**src/rtl/twinstick_pkg.sv**
```systemverilog
// Shared definitions for the twin-stick input conditioner.
// Contents: joy_dig / analog field positions, direction bit orders,
//           the stage-1 pipeline payload, and direction helper functions.
package twinstick_pkg;

  localparam int unsigned JOY_W = 12;
  localparam int unsigned ANA_W = 16;
  localparam int unsigned DIR_W = 4;

  // joy_dig fields (per player)
  localparam int unsigned JOY_RUN_LSB = 0;
  localparam int unsigned JOY_AIM_LSB = 4;
  localparam int unsigned JOY_FIRE    = 8;

  // Analog word fields (per stick): Y in the high byte, X in the low byte
  localparam int unsigned ANA_X_LSB = 0;
  localparam int unsigned ANA_Y_LSB = 8;

  // Cardinal direction order {U,D,L,R}
  localparam int unsigned IDX_U = 3;
  localparam int unsigned IDX_D = 2;
  localparam int unsigned IDX_L = 1;
  localparam int unsigned IDX_R = 0;

  // Diagonal output order {DL,DR,UL,UR}
  localparam int unsigned IDX_UR = 0;
  localparam int unsigned IDX_UL = 1;
  localparam int unsigned IDX_DR = 2;
  localparam int unsigned IDX_DL = 3;

  // Stage-1 register contents: conditioned inputs plus the controls that travel with them
  typedef struct packed {
    logic [DIR_W-1:0] flag_l;
    logic [DIR_W-1:0] flag_r;
    logic [DIR_W-1:0] dig_run;
    logic [DIR_W-1:0] dig_aim;
    logic             fire;
    logic             tick;
    logic             rotate45;
    logic             aimfire;
    logic             autofire;
  } stage1_t;

  // Combine a cardinal set into the four diagonals
  function automatic logic [DIR_W-1:0] rotate45(input logic [DIR_W-1:0] dir4);
    logic [DIR_W-1:0] d;
    d         = '0;
    d[IDX_UR] = dir4[IDX_U] & dir4[IDX_R];
    d[IDX_DL] = dir4[IDX_D] & dir4[IDX_L];
    d[IDX_UL] = dir4[IDX_U] & dir4[IDX_L];
    d[IDX_DR] = dir4[IDX_D] & dir4[IDX_R];
    return d;
  endfunction

  // Digital switches are already diagonal on rotated cabinets: one switch per diagonal
  function automatic logic [DIR_W-1:0] diag_map(input logic [DIR_W-1:0] sw4);
    logic [DIR_W-1:0] d;
    d         = '0;
    d[IDX_UR] = sw4[IDX_U];
    d[IDX_DL] = sw4[IDX_D];
    d[IDX_UL] = sw4[IDX_L];
    d[IDX_DR] = sw4[IDX_R];
    return d;
  endfunction

  // Opposing switches cancel each other
  function automatic logic [DIR_W-1:0] socd_clean(input logic [DIR_W-1:0] dir4);
    logic [DIR_W-1:0] d;
    d = dir4;
    if (dir4[IDX_U] && dir4[IDX_D]) begin
      d[IDX_U] = 1'b0;
      d[IDX_D] = 1'b0;
    end
    if (dir4[IDX_L] && dir4[IDX_R]) begin
      d[IDX_L] = 1'b0;
      d[IDX_R] = 1'b0;
    end
    return d;
  endfunction

endpackage

```
**src/rtl/twinstick_channel.sv**
```systemverilog
// One player of the twin-stick conditioner; holds all per-player state.
// Ports:
//   i_clk, i_reset          clock and synchronous active-high reset
//   i_tick                  one-cycle timebase strobe
//   i_cfg_*                 rotate45 / aim-fire / autofire mode selects
//   i_joy_dig               digital run [3:0], aim [7:4], fire [8]
//   i_ana_l, i_ana_r        move / aim sticks, {Y,X} signed bytes
//   o_run, o_aim, o_fire    registered core inputs (2-cycle latency)
module twinstick_channel
  import twinstick_pkg::*;
#(
  parameter int          THRESH_ON  = 20,
  parameter int          THRESH_OFF = 12,
  parameter int unsigned HOLD_TICKS = 8,
  parameter int unsigned AF_PERIOD  = 4
) (
  input  logic             i_clk,
  input  logic             i_reset,
  input  logic             i_tick,
  input  logic             i_cfg_rotate45,
  input  logic             i_cfg_aimfire,
  input  logic             i_cfg_autofire,
  input  logic [JOY_W-1:0] i_joy_dig,
  input  logic [ANA_W-1:0] i_ana_l,
  input  logic [ANA_W-1:0] i_ana_r,
  output logic [DIR_W-1:0] o_run,
  output logic [DIR_W-1:0] o_aim,
  output logic             o_fire
);

  localparam int unsigned HOLD_W = (HOLD_TICKS < 1) ? 1 : $clog2(HOLD_TICKS + 1);
  localparam int unsigned AF_W   = (AF_PERIOD < 2) ? 1 : $clog2(AF_PERIOD);

  // Thresholds as 9-bit signed so that -128 compares without overflow
  localparam logic signed [8:0] ON_P  = 9'(THRESH_ON);
  localparam logic signed [8:0] OFF_P = 9'(THRESH_OFF);
  localparam logic signed [8:0] ON_N  = -ON_P;
  localparam logic signed [8:0] OFF_N = -OFF_P;

  function automatic logic neg_flag(input logic signed [8:0] v, input logic cur);
    logic f;
    f = cur;
    if (v < ON_N)       f = 1'b1;
    else if (v > OFF_N) f = 1'b0;
    return f;
  endfunction

  function automatic logic pos_flag(input logic signed [8:0] v, input logic cur);
    logic f;
    f = cur;
    if (v > ON_P)       f = 1'b1;
    else if (v < OFF_P) f = 1'b0;
    return f;
  endfunction

  // Negative Y is up, negative X is left
  function automatic logic [DIR_W-1:0] stick_flags(input logic [ANA_W-1:0] ana,
                                                   input logic [DIR_W-1:0] cur);
    logic signed [8:0] y;
    logic signed [8:0] x;
    logic [DIR_W-1:0]  f;
    y        = {ana[ANA_Y_LSB+7], ana[ANA_Y_LSB +: 8]};
    x        = {ana[ANA_X_LSB+7], ana[ANA_X_LSB +: 8]};
    f        = '0;
    f[IDX_U] = neg_flag(y, cur[IDX_U]);
    f[IDX_D] = pos_flag(y, cur[IDX_D]);
    f[IDX_L] = neg_flag(x, cur[IDX_L]);
    f[IDX_R] = pos_flag(x, cur[IDX_R]);
    return f;
  endfunction

  stage1_t           r_s1;
  stage1_t           w_s1_nxt;
  logic [DIR_W-1:0]  r_run;
  logic [DIR_W-1:0]  r_aim;
  logic              r_fire;
  logic              r_aim_prev;
  logic              r_req_prev;
  logic [HOLD_W-1:0] r_hold;
  logic              r_phase;
  logic [AF_W-1:0]   r_af_cnt;

  logic [DIR_W-1:0]  w_run;
  logic [DIR_W-1:0]  w_aim;
  logic              w_aim_any;
  logic              w_aim_fall;
  logic [HOLD_W-1:0] w_hold_nxt;
  logic              w_fire_req;
  logic              w_req_rise;
  logic              w_phase_nxt;
  logic [AF_W-1:0]   w_cnt_nxt;
  logic              w_fire_nxt;
  logic              w_unused;

  assign w_unused = &{1'b0, i_joy_dig[JOY_W-1:JOY_FIRE+1]};

  // Stage 1: hysteresis flags, SOCD cleaning, capture of controls
  always_comb begin
    w_s1_nxt          = '0;
    w_s1_nxt.flag_l   = stick_flags(i_ana_l, r_s1.flag_l);
    w_s1_nxt.flag_r   = stick_flags(i_ana_r, r_s1.flag_r);
    w_s1_nxt.dig_run  = socd_clean(i_joy_dig[JOY_RUN_LSB +: DIR_W]);
    w_s1_nxt.dig_aim  = i_joy_dig[JOY_AIM_LSB +: DIR_W];
    w_s1_nxt.fire     = i_joy_dig[JOY_FIRE];
    w_s1_nxt.tick     = i_tick;
    w_s1_nxt.rotate45 = i_cfg_rotate45;
    w_s1_nxt.aimfire  = i_cfg_aimfire;
    w_s1_nxt.autofire = i_cfg_autofire;
  end

  // Stage 2a: run source select and rotation; digital aim shares the run mapping
  always_comb begin
    w_run = '0;
    w_aim = '0;
    if (r_s1.rotate45) begin
      w_run = (|r_s1.flag_l) ? rotate45(r_s1.flag_l) : diag_map(r_s1.dig_run);
      w_aim = rotate45(r_s1.flag_r) | diag_map(r_s1.dig_aim);
    end else begin
      w_run = (|r_s1.flag_l) ? r_s1.flag_l : r_s1.dig_run;
      w_aim = r_s1.flag_r | r_s1.dig_aim;
    end
  end

  // Stage 2b: aim-fire hold and autofire; state-changing events take priority over tick
  always_comb begin
    w_hold_nxt  = r_hold;
    w_phase_nxt = r_phase;
    w_cnt_nxt   = r_af_cnt;
    w_aim_any   = |w_aim;
    w_aim_fall  = r_aim_prev & ~w_aim_any;

    if (!r_s1.aimfire || w_aim_any) begin
      w_hold_nxt = '0;
    end else if (w_aim_fall) begin
      w_hold_nxt = HOLD_W'(HOLD_TICKS);
    end else if (r_s1.tick && (r_hold != '0)) begin
      w_hold_nxt = r_hold - HOLD_W'(1);
    end

    // Using the next hold value keeps fire continuous across the aim release
    w_fire_req = r_s1.aimfire ? (w_aim_any | (w_hold_nxt != '0)) : r_s1.fire;
    w_req_rise = w_fire_req & ~r_req_prev;

    if (!r_s1.autofire || !w_fire_req) begin
      w_phase_nxt = 1'b0;
      w_cnt_nxt   = '0;
    end else if (w_req_rise) begin
      w_phase_nxt = 1'b1;
      w_cnt_nxt   = '0;
    end else if (r_s1.tick) begin
      if (r_af_cnt == AF_W'(AF_PERIOD - 1)) begin
        w_cnt_nxt   = '0;
        w_phase_nxt = ~r_phase;
      end else begin
        w_cnt_nxt = r_af_cnt + AF_W'(1);
      end
    end

    w_fire_nxt = r_s1.autofire ? (w_fire_req & w_phase_nxt) : w_fire_req;
  end

  // Pipeline and per-player state registers
  always_ff @(posedge i_clk) begin
    if (i_reset) begin
      r_s1       <= '0;
      r_run      <= '0;
      r_aim      <= '0;
      r_fire     <= 1'b0;
      r_aim_prev <= 1'b0;
      r_req_prev <= 1'b0;
      r_hold     <= '0;
      r_phase    <= 1'b0;
      r_af_cnt   <= '0;
    end else begin
      r_s1       <= w_s1_nxt;
      r_run      <= w_run;
      r_aim      <= w_aim;
      r_fire     <= w_fire_nxt;
      r_aim_prev <= w_aim_any;
      r_req_prev <= w_fire_req;
      r_hold     <= w_hold_nxt;
      r_phase    <= w_phase_nxt;
      r_af_cnt   <= w_cnt_nxt;
    end
  end

  assign o_run  = r_run;
  assign o_aim  = r_aim;
  assign o_fire = r_fire;

endmodule

```
**src/rtl/twinstick_mapper.sv**
```systemverilog
// Multi-player twin-stick input conditioner between hps_io and a Williams-2 core.
// Ports:
//   clk_sys, reset          system clock, synchronous active-high reset
//   tick                    timebase strobe (vblank start)
//   cfg_rotate45/aimfire/autofire   mode selects shared by all players
//   joy_dig                 NUM_PLAYERS x 12 digital inputs
//   ana_l, ana_r            NUM_PLAYERS x 16 analog sticks
//   run_out, aim_out        NUM_PLAYERS x 4 core directions
//   fire_out                NUM_PLAYERS triggers
module twinstick_mapper
  import twinstick_pkg::*;
#(
  parameter int unsigned NUM_PLAYERS = 2,
  parameter int          THRESH_ON   = 20,
  parameter int          THRESH_OFF  = 12,
  parameter int unsigned HOLD_TICKS  = 8,
  parameter int unsigned AF_PERIOD   = 4
) (
  input  logic                           clk_sys,
  input  logic                           reset,
  input  logic                           tick,
  input  logic                           cfg_rotate45,
  input  logic                           cfg_aimfire,
  input  logic                           cfg_autofire,
  input  logic [NUM_PLAYERS*JOY_W-1:0]   joy_dig,
  input  logic [NUM_PLAYERS*ANA_W-1:0]   ana_l,
  input  logic [NUM_PLAYERS*ANA_W-1:0]   ana_r,
  output logic [NUM_PLAYERS*DIR_W-1:0]   run_out,
  output logic [NUM_PLAYERS*DIR_W-1:0]   aim_out,
  output logic [NUM_PLAYERS-1:0]         fire_out
);

  // Parameter sanity
  if (THRESH_OFF > THRESH_ON) begin : g_bad_thresh
    $error("twinstick_mapper: THRESH_OFF must not exceed THRESH_ON");
  end
  if ((NUM_PLAYERS < 1) || (NUM_PLAYERS > 4)) begin : g_bad_players
    $error("twinstick_mapper: NUM_PLAYERS must be 1..4");
  end
  if (AF_PERIOD < 1) begin : g_bad_af
    $error("twinstick_mapper: AF_PERIOD must be at least 1");
  end

  // One independent channel per player
  for (genvar p = 0; p < NUM_PLAYERS; p++) begin : g_player
    twinstick_channel #(
      .THRESH_ON  (THRESH_ON),
      .THRESH_OFF (THRESH_OFF),
      .HOLD_TICKS (HOLD_TICKS),
      .AF_PERIOD  (AF_PERIOD)
    ) u_channel (
      .i_clk          (clk_sys),
      .i_reset        (reset),
      .i_tick         (tick),
      .i_cfg_rotate45 (cfg_rotate45),
      .i_cfg_aimfire  (cfg_aimfire),
      .i_cfg_autofire (cfg_autofire),
      .i_joy_dig      (joy_dig[p*JOY_W +: JOY_W]),
      .i_ana_l        (ana_l[p*ANA_W +: ANA_W]),
      .i_ana_r        (ana_r[p*ANA_W +: ANA_W]),
      .o_run          (run_out[p*DIR_W +: DIR_W]),
      .o_aim          (aim_out[p*DIR_W +: DIR_W]),
      .o_fire         (fire_out[p])
    );
  end

endmodule

```
**config.mk**
```make
export PLATFORM = sky130hd
export DESIGN_NAME = twinstick_mapper
export DESIGN_NICKNAME = d
export VERILOG_FILES = /design/src/rtl/twinstick_pkg.sv /design/src/rtl/twinstick_channel.sv /design/src/rtl/twinstick_mapper.sv
export SDC_FILE = /design/constraint.sdc
export NUM_CORES = 1
export LEC_CHECK = 0
export ABC_AREA = 1
export BUFFER_PORTS_ARGS = -buffer_cell sky130_fd_sc_hd__buf_4
export CAP_MARGIN = 20
export CORE_MARGIN = 2
export CORE_UTILIZATION = 53
export DETAILED_ROUTE_END_ITERATION = 16
export MAX_ROUTING_LAYER = met4
export PLACE_DENSITY = 0.95
export SLEW_MARGIN = 40
export SYNTH_ARGS = -nofsm -noshare
export SYNTH_HDL_FRONTEND = slang
export SYNTH_SLANG_ARGS = --single-unit
```
**constraint.sdc**
```tcl
create_clock -name clk_sys -period 4.87 [get_ports clk_sys]
set_clock_uncertainty 0.1 [all_clocks]
set_input_delay 0.2435 -clock clk_sys [delete_from_list [all_inputs] [get_ports clk_sys]]
set_output_delay 0.2435 -clock clk_sys [all_outputs]
set_load 0.01 [all_outputs]
```
### Yosys cells after proc, flatten, opt, wreduce, memory -nomap -nowiden

Index checks and enable logic that the tools add are counted.

* reductions and logical operators: 44
* mux-type cells: 60
* equal/unequal tests: 2
* magnitude comparators: 32
* add/sub/neg operators: 4
* bitwise logic cells: 34

Operators with widths (number)
* 8-bit by 5-bit greater-than comparator with 1-bit output, second input constant: 8
* 8-bit by 6-bit greater-than comparator with 1-bit output, second input constant: 8
* 8-bit by 5-bit < comparator with 1-bit output, second input constant: 8
* 8-bit by 6-bit < comparator with 1-bit output, second input constant: 8
* 4-bit two-way mux: 14
* 1-bit two-way mux: 44
* 2-bit nonzero test: 16
* 1-bit AND: 22
* 4-bit bitwise OR: 4
* 4-bit nonzero test: 4
* 4-bit OR reduction: 4
* 2-bit OR reduction: 4
* 4-bit by 1-bit subtractor with 4-bit output, second input constant: 2
* 1-bit logical AND: 6
* 1-bit NOT: 6
* 3-bit OR reduction: 2
* 2-bit by 1-bit adder with 2-bit output, second input constant: 2
* 2-bit == test, second input constant: 2
* 1-bit zero test: 4
* 1-bit logical OR: 4
* 2-bit two-way mux: 2
* 1-bit bitwise OR: 2

* register bits: 74
* output and inout bits: 18
* word-level logic and storage cells: 220
* input bits: 94

### Depth between registers and ports, before layout

Gate-level depths: netlist (run 1).

* word-level depth: 16
* gate-level depth with buffers: 11
* depth with buffers taken out: 11

### By module

Synthesis (run 1) repeated with hierarchy kept, for this count alone.

* cells, all modules: 444
* area total of the unflattened synthesis: 3513.4 um^2

By module, submodules not included
* twinstick_channel: instances 2, area each 1756.7 um^2, cells each 222, seq. area each 780.7 um^2

### Least setup slack after synthesis (run 1)

OpenSTA, ideal clock, no wires.

* path kind: reg-to-reg
* start: reg g_player[0].u_channel.r_hold[0]
* end: reg g_player[0].u_channel.r_fire
* buffers on the path: 0
* path slack: 3.282 ns
* stages on the path, launching flop included: 11
* data arrival time: 1.360 ns
* period minus slack after synthesis: 1.588 ns
* data required time: 4.642 ns
* setup time: 0.128 ns
* path through: dfxtp_1 -> inv_1 -> ha_1 -> nand3_1 -> nand2_1 -> o21ai_0 -> nand2_1 -> nor2_1 -> nand3_2 -> o311ai_1 -> nor2_1

* cells in the longest elaborated chain, start to end: 13
* elaborated cells on any way between the ends: 16
* those cells by class: add/sub: 1; mux: 7; bitwise: 3; reduce/logical: 5

Ends and longest elaborated chain
* start: declaration: RTL line twinstick_channel.sv:79 `logic [HOLD_W-1:0] r_hold;`
* start signal: assignment: RTL line twinstick_channel.sv:181 `r_hold <= w_hold_nxt;`
* parallel branches: the longest is 2 deep, another holds 4-bit by 1-bit subtractor with 4-bit output
* 4-bit two-way mux (*): RTL line twinstick_channel.sv:136 `end else if (r_s1.tick && (r_hold != '0)) begin`
* 4-bit two-way mux (*): RTL line twinstick_channel.sv:134 `end else if (w_aim_fall) begin`
* 4-bit two-way mux (*): RTL line twinstick_channel.sv:132 `if (!r_s1.aimfire || w_aim_any) begin`
* 4-bit nonzero test (*): RTL line twinstick_channel.sv:141 `w_fire_req = r_s1.aimfire ? (w_aim_any | (w_hold_nxt != '0)) : r_s1.fire;`
* 1-bit bitwise OR (*): RTL line twinstick_channel.sv:141
* 1-bit two-way mux (*): RTL line twinstick_channel.sv:141
* 1-bit AND / 1-bit zero test (equally long branches): RTL line twinstick_channel.sv:142, twinstick_channel.sv:144
* 1-bit two-way mux / 1-bit logical OR (equally long branches): RTL line twinstick_channel.sv:147, twinstick_channel.sv:144
* 1-bit two-way mux: RTL line twinstick_channel.sv:144 `if (!r_s1.autofire || !w_fire_req) begin`
* 1-bit AND: RTL line twinstick_channel.sv:159 `w_fire_nxt = r_s1.autofire ? (w_fire_req & w_phase_nxt) : w_fire_req;`
* 1-bit two-way mux (*): RTL line twinstick_channel.sv:159
* end signal: assignment: RTL line twinstick_channel.sv:178 `r_fire <= w_fire_nxt;`
* end: declaration: RTL line twinstick_channel.sv:76 `logic r_fire;`

Mark *: on every way between the ends.
A chain may end at the register's enable or synchronous reset.

==> results.sh, run 1 <==
export IMPL_status="complete, but fails checks"
export IMPL_violations="negative hold slack"
export IMPL_grt_pass1_wl_mm=17.2
export IMPL_viasPerCell=5.96
export IMPL_crit_family="simple AND/OR/NAND/NOR gates"
export IMPL_synth_nets=523
export IMPL_powerDensity_nw_per_um2=317
export IMPL_max_stage_delay_ps=700
export IMPL_root_buffer="clkbuf_8"
export IMPL_max_cap_viol_count=0
export IMPL_dpl_hpwl_mm=5.91
export IMPL_slew_headroom_pct=41.9
export IMPL_cts_htree_levels=3
export IMPL_fin_nets=654
export IMPL_cp_slowest_cell="dfxtp_1"
export IMPL_hold_viol_final=1
export IMPL_coreArea_um2=5890
export IMPL_drtIter0Drc=484
export IMPL_syn2layout_area_growth_pct=41.2
export IMPL_tns_ps=0
export IMPL_postCtsSetupBuffers=0
export IMPL_clock_latency_ps=370
export IMPL_cp_max_fo=15
export IMPL_fin_crit_sh_pct=49.9
export IMPL_synth_area_per_cell_um2=7.51
export IMPL_ys_ff_latch=74
export IMPL_via_count=3794
export IMPL_end_kind="flop"
export IMPL_cts_buffer_depth=2
export IMPL_synthesis_area_um2=3190
export IMPL_routed_wl_mm=11.6
export IMPL_startpoint_type="flop"
export IMPL_min_period_ps=2430
export IMPL_required_ps=5000
export IMPL_worst_slew_pin_slew_ps=863
export IMPL_dieHeight_um=81.6
export IMPL_path_cells="inv_1 -> o21ai_0 -> nand2_1 -> nor2_2 -> nand3_1 -> nor2_1 -> nand3_2 -> o311ai_1 -> nor2_1"
export IMPL_crit_type="flop to flop"
export IMPL_route_detailed_drc=0
export IMPL_place_inst=594
export IMPL_cts_tree="done"
export IMPL_antenna_found_initial=1
export IMPL_ant_nets=0
export IMPL_final_cells=637
export IMPL_grt_pass1_vias=3752
export IMPL_numClockSinks=74
export IMPL_peakVddDrop_v=0.000215
export IMPL_synthCells=425
export IMPL_ios=112
export IMPL_die_w_um=81.6
export IMPL_drt_pass1_iterations=5
export IMPL_leakage_nw=2.19
export IMPL_wl_per_cell_um=18.2
export IMPL_port_buffers=105
export IMPL_gp_congestion=0.789
export IMPL_critical_path_buf_inv_count=1
export IMPL_synth_yosys_seq_area_share_pct=46.4
export IMPL_worstPathArrival_ps=2570
export IMPL_die_area_um2=6660
export IMPL_initial_core_util_pct=54.2
export IMPL_grt_max_degree=50
export IMPL_timing_fmax_ghz=0.411
export IMPL_ys_warn_count=0
export IMPL_drive_gt1_share_pct=24.1
export IMPL_cts_clk_slew_worst_paths_ps=80
export IMPL_min_path_type="primary input to flop"
export IMPL_rows=28
export IMPL_synth_cell_types=30
export IMPL_finalSetupViolCount=0
export IMPL_cpMostUsedCell="nor2_1"
export IMPL_numCtsBuffers=9
export IMPL_whs_ps=-2.61
export IMPL_grt_util_all_layers_pct=35.6
export IMPL_grt_overflow=0
export IMPL_rsz0062_at_grt="false"
export IMPL_slew_violations=0
-- cells in the mapped netlist (all sizes together) --
master | count | area [um2]
nand2 | 110 | 425
clkbuf | 6 | 22.5
nand3 | 25 | 140
a41oi | 8 | 70.1
xor2 | 2 | 17.5
a211oi | 16 | 120
inv | 64 | 240
dfxtp | 74 | 1480
o21ai | 17 | 85.1
o311ai | 2 | 17.5
nand4 | 5 | 43.8
nor2 | 46 | 183
buf | 5 | 37.5
nor4 | 2 | 12.5
nor3b | 8 | 60.1
ha | 4 | 50.1
a221oi | 2 | 17.5
nor3 | 7 | 35.0
mux2i | 2 | 20.0
or2 | 2 | 12.5
a21oi | 14 | 73.8
a31oi | 4 | 25.0
-- per-stage QoR --
step	setup WS [ps]	util (%)	total power, mW	instance area [um2]
6_report	2440	76.5	1.43	4500
5_1_grt	2260	76.5	1.45	4500
4_1_cts	2610	76.3	1.39	4490
3_5_place_dp	2680	68.2	0.843	4010
3_3_place_gp	2800	68.2	0.834	4010
2_1_floorplan	3280	-	0.750	3190
-- state kept, by name, summed over array words and instances, names as in the netlist --
name,flops
g_player.u_channel.o_aim,8
g_player.u_channel.o_fire,2
g_player.u_channel.o_run,8
g_player.u_channel.r_af_cnt,4
g_player.u_channel.r_aim_prev,2
g_player.u_channel.r_hold,8
g_player.u_channel.r_phase,2
g_player.u_channel.r_req_prev,2
g_player.u_channel.r_s1,38
-- worst paths after layout --
check	start	end	slack [ps]	cells after the start
worst max register to register	g_player[1].u_channel.r_s1[2]	g_player[0].u_channel.o_fire	2440	9
worst max-delay path	g_player[1].u_channel.r_s1[2]	g_player[0].u_channel.o_fire	2440	9
worst min-delay path	ana_r[30]	g_player[1].u_channel.r_s1[16]	-3	2
worst min register to register	g_player[0].u_channel.r_s1[10]	g_player[0].u_channel.o_run[1]	370	2
-- cells by family (layout without fill, tap and decap cells) --
| group | Yosys count | in the layout | share of synthesized area, % |
|---|---|---|---|
| simple gates | 205 | 205 | 28.6 |
| buf+inv | 75 | 211 | 9.41 |
| flops | 74 | 74 | 46.4 |
| compound gates | 63 | 63 | 12.8 |
| fa+ha+maj | 4 | 4 | 1.57 |
| xor+xnor | 2 | 2 | 0.549 |
| mux | 2 | 2 | 0.627 |
| other cells | 0 | 1 | 0 |
-- routing by layer --
metal / GRT usage [%] / vias up / part of all wire [%]
met1: 36.2 / 1723 / 33
met3: 6.81 / 97 / 9.8
li1: - / 1651 / -
met5: - / - / 0
met4: 23.0 / 0 / 6.6
met2: 62.5 / 323 / 51
-- placed cells by master (no fill, tap or decap), drive strengths merged, types with 4 or more instances in the layout --
| cell | netlist | routed |
|---|---|---|
| inv | 64 | 64 |
| a211oi | 16 | 16 |
| a31oi | 4 | 4 |
| o21ai | 17 | 17 |
| nand2 | 110 | 110 |
| dlygate4sd3 | 0 | 26 |
| nor2 | 46 | 46 |
| dfxtp | 74 | 74 |
| nand4 | 5 | 5 |
| nor3b | 8 | 8 |
| a21oi | 14 | 14 |
| a41oi | 8 | 8 |
| buf | 5 | 105 |
| nor3 | 7 | 7 |
| ha | 4 | 4 |
| clkbuf | 6 | 12 |
| nand3 | 25 | 25 |
-- final cells by class --
cell class                      instances  area (um2)
Sequential cell                        74        1480
Multi-Input combinational cell        276        1410
Fill cell                             317        1380
Timing Repair Buffer                  131        1050
Inverter                               64         240
Clock buffer                           12         155
Tap cell                               75        93.8
Clock inverter                          4        73.8
Antenna cell                            1        2.50
-- what timing repair did --
action | CTS | global route
endpoints found under the hold margin | 24 | 1
endpoints found under the setup margin | 0 | 0
resized for setup | 0 | 0
hold buffers | 25 | 1
-- where the power goes --
group	internal (mW)	total (mW)	switching (mW)
Sequential	0.635	0.658	0.0234
Combinational	0.105	0.217	0.112
Clock	0.317	0.551	0.235
Power figures use the tool's default switching activity.
==> run 2: changes to the inputs <==
- CORE_UTILIZATION: 53 -> 50
- PLACE_DENSITY: 0.95 -> 0.91
- clock period: 4.87 -> 2.45 ns (I/O delays scaled with it)
==> results.sh, run 2 (same netlist as run 1, synthesis figures left out) <==
export IMPL_numCtsBuffers=9
export IMPL_fin_nets=687
export IMPL_slew_headroom_pct=44.2
export IMPL_powerDensity_nw_per_um2=574
export IMPL_cts_tree="done"
export IMPL_finalSetupViolCount=0
export IMPL_multiInputGateArea_um2=1410
export IMPL_r2r_end="g_player[0].u_channel.o_fire"
export IMPL_drtIter0Drc=464
export IMPL_fin_crit_sh_pct=91.2
export IMPL_place_inst=598
export IMPL_antenna_found_initial=0
export IMPL_coreArea_um2=6280
export IMPL_initial_core_util_pct=50.8
export IMPL_route_detailed_drc=0
export IMPL_path_cells="inv_1 -> nor2_1 -> nand2_1 -> nand2_1 -> nand2_1 -> inv_1 -> nand3_1 -> nor2_1 -> nand3_2 -> o311ai_1 -> nor2_1"
export IMPL_r2r_start="g_player[1].u_channel.r_s1[2]"
export IMPL_ios=112
export IMPL_crit_type="flop to flop"
export IMPL_dieHeight_um=83.9
export IMPL_dpl_hpwl_mm=5.86
export IMPL_n_antenna_cell=0
export IMPL_crit_family="simple AND/OR/NAND/NOR gates"
export IMPL_grt_util_all_layers_pct=35.9
export IMPL_port_buffers=105
export IMPL_min_path_cells=3
export IMPL_root_buffer="clkbuf_8"
export IMPL_regArea_um2=1480
export IMPL_timing_fmax_ghz=0.447
export IMPL_end_kind="flop"
export IMPL_viasPerCell=5.92
export IMPL_via_count=3969
export IMPL_ff2ff_path_depth=11
export IMPL_drive_gt1_share_pct=23.1
export IMPL_reg2reg_setup_slack_ps=210
export IMPL_cp_slowest_cell="dfxtp_1"
export IMPL_grt_max_degree=49
export IMPL_startpoint_type="flop"
export IMPL_routed_wl_mm=12.7
export IMPL_ant_nets=0
export IMPL_nFillCells=324
export IMPL_gp_congestion=0.838
export IMPL_worst_slew_pin_slew_ps=829
export IMPL_numClockSinks=74
export IMPL_rows=29
export IMPL_required_ps=2580
export IMPL_critical_path_buf_inv_count=2
export IMPL_hold_viol_final=0
export IMPL_leakage_nw=2.34
export IMPL_min_period_ps=2240
export IMPL_hold_end="g_player[0].u_channel.r_s1[13]"
export IMPL_die_w_um=83.9
export IMPL_max_cap_viol_count=0
export IMPL_grt_overflow=0
export IMPL_cts_clk_slew_worst_paths_ps=80
export IMPL_die_area_um2=7040
export IMPL_slew_violations=0
export IMPL_cp_max_fo=14
export IMPL_final_cells=671
export IMPL_largest_reg_flops=38
export IMPL_cts_buffer_depth=2
export IMPL_clock_latency_ps=360
export IMPL_drt_pass1_iterations=5
export IMPL_layout_common_cells="buf_4, nand2_1, dfxtp_1, inv_1, dlygate4sd3_1"
export IMPL_grt_pass1_wl_mm=19.4
export IMPL_peakVddDrop_v=0.000376
export IMPL_status="complete, no violations"
export IMPL_post_route_cell_area_um2=4800
export IMPL_max_stage_delay_ps=510
export IMPL_place_area_um2=4030
export IMPL_top_register="g_player.u_channel.r_s1"
export IMPL_min_path_type="primary input to flop"
export IMPL_tns_ps=0
export IMPL_cts_htree_levels=3
export IMPL_worstPathArrival_ps=2370
export IMPL_rsz0062_at_grt="false"
export IMPL_hold_start="ana_r[4]"
export IMPL_layout_commonest_cell="buf_4"
export IMPL_wl_per_cell_um=19.0
export IMPL_whs_ps=25.2
export IMPL_grt_pass1_vias=4122
export IMPL_syn2layout_area_growth_pct=50.3
[run 2: worst max path at each step]
stage                                         start                            end  cells after the start
floorplan           g_player[0].u_channel.r_hold[0]   g_player[0].u_channel.o_fire                     10
finish                g_player[1].u_channel.r_s1[2]   g_player[0].u_channel.o_fire                     11
CTS                 g_player[0].u_channel.r_hold[0]   g_player[0].u_channel.o_fire                     10
detailed placement    g_player[1].u_channel.r_s1[2]   g_player[0].u_channel.o_fire                     11
global route          g_player[1].u_channel.r_s1[2]  g_player[0].u_channel.r_phase                     11
global placement      g_player[1].u_channel.r_s1[2]   g_player[0].u_channel.o_fire                     11
[run 2: layer usage]
layer | GRT usage (%) | vias up | wire (um)
li1 | - | 1708 | -
met1 | 36.0 | 1827 | 4320
met2 | 63.0 | 337 | 6410
met3 | 8.80 | 97 | 1140
met4 | 21.1 | 0 | 858
met5 | - | - | 0
[run 2: cell type report]
cell class / count / share of cell area (%)
sequential: 74 / 30.9
multi-input combinational: 276 / 29.4
timing repair buffer: 164 / 28.6
inverter: 64 / 5.01
clock buffer: 11 / 2.95
tap: 77 / 2.01
clock inverter: 5 / 1.12
[run 2: tightest hold or removal path, stage by stage]
cell and delay, ps:
buf_4 120, nand2_1 100, a211oi_1 90
[run 2: repair_timing]
item	4_1_cts	5_1_grt
setup buffers	0	0
hold buffers	56	1
resized for setup	0	0
endpoints found under the hold margin	38	1
[run 2: stage by stage]
stage | utilization (%) | setup WS [ps] | total power, mW
floorplan | - | 862 | 1.49
global placement | 64.2 | 649 | 1.66
detailed placement | 64.2 | 582 | 1.68
CTS | 76.2 | 507 | 2.65
global route | 76.4 | 50.8 | 2.83
finish | 76.4 | 215 | 2.75
[run 2: power by group]
| part | switching [mW] | internal [mW] | total [mW] |
|---|---|---|---|
| registers | 0.0492 | 1.26 | 1.31 |
| clock network | 0.467 | 0.495 | 0.963 |
| logic | 0.238 | 0.243 | 0.481 |
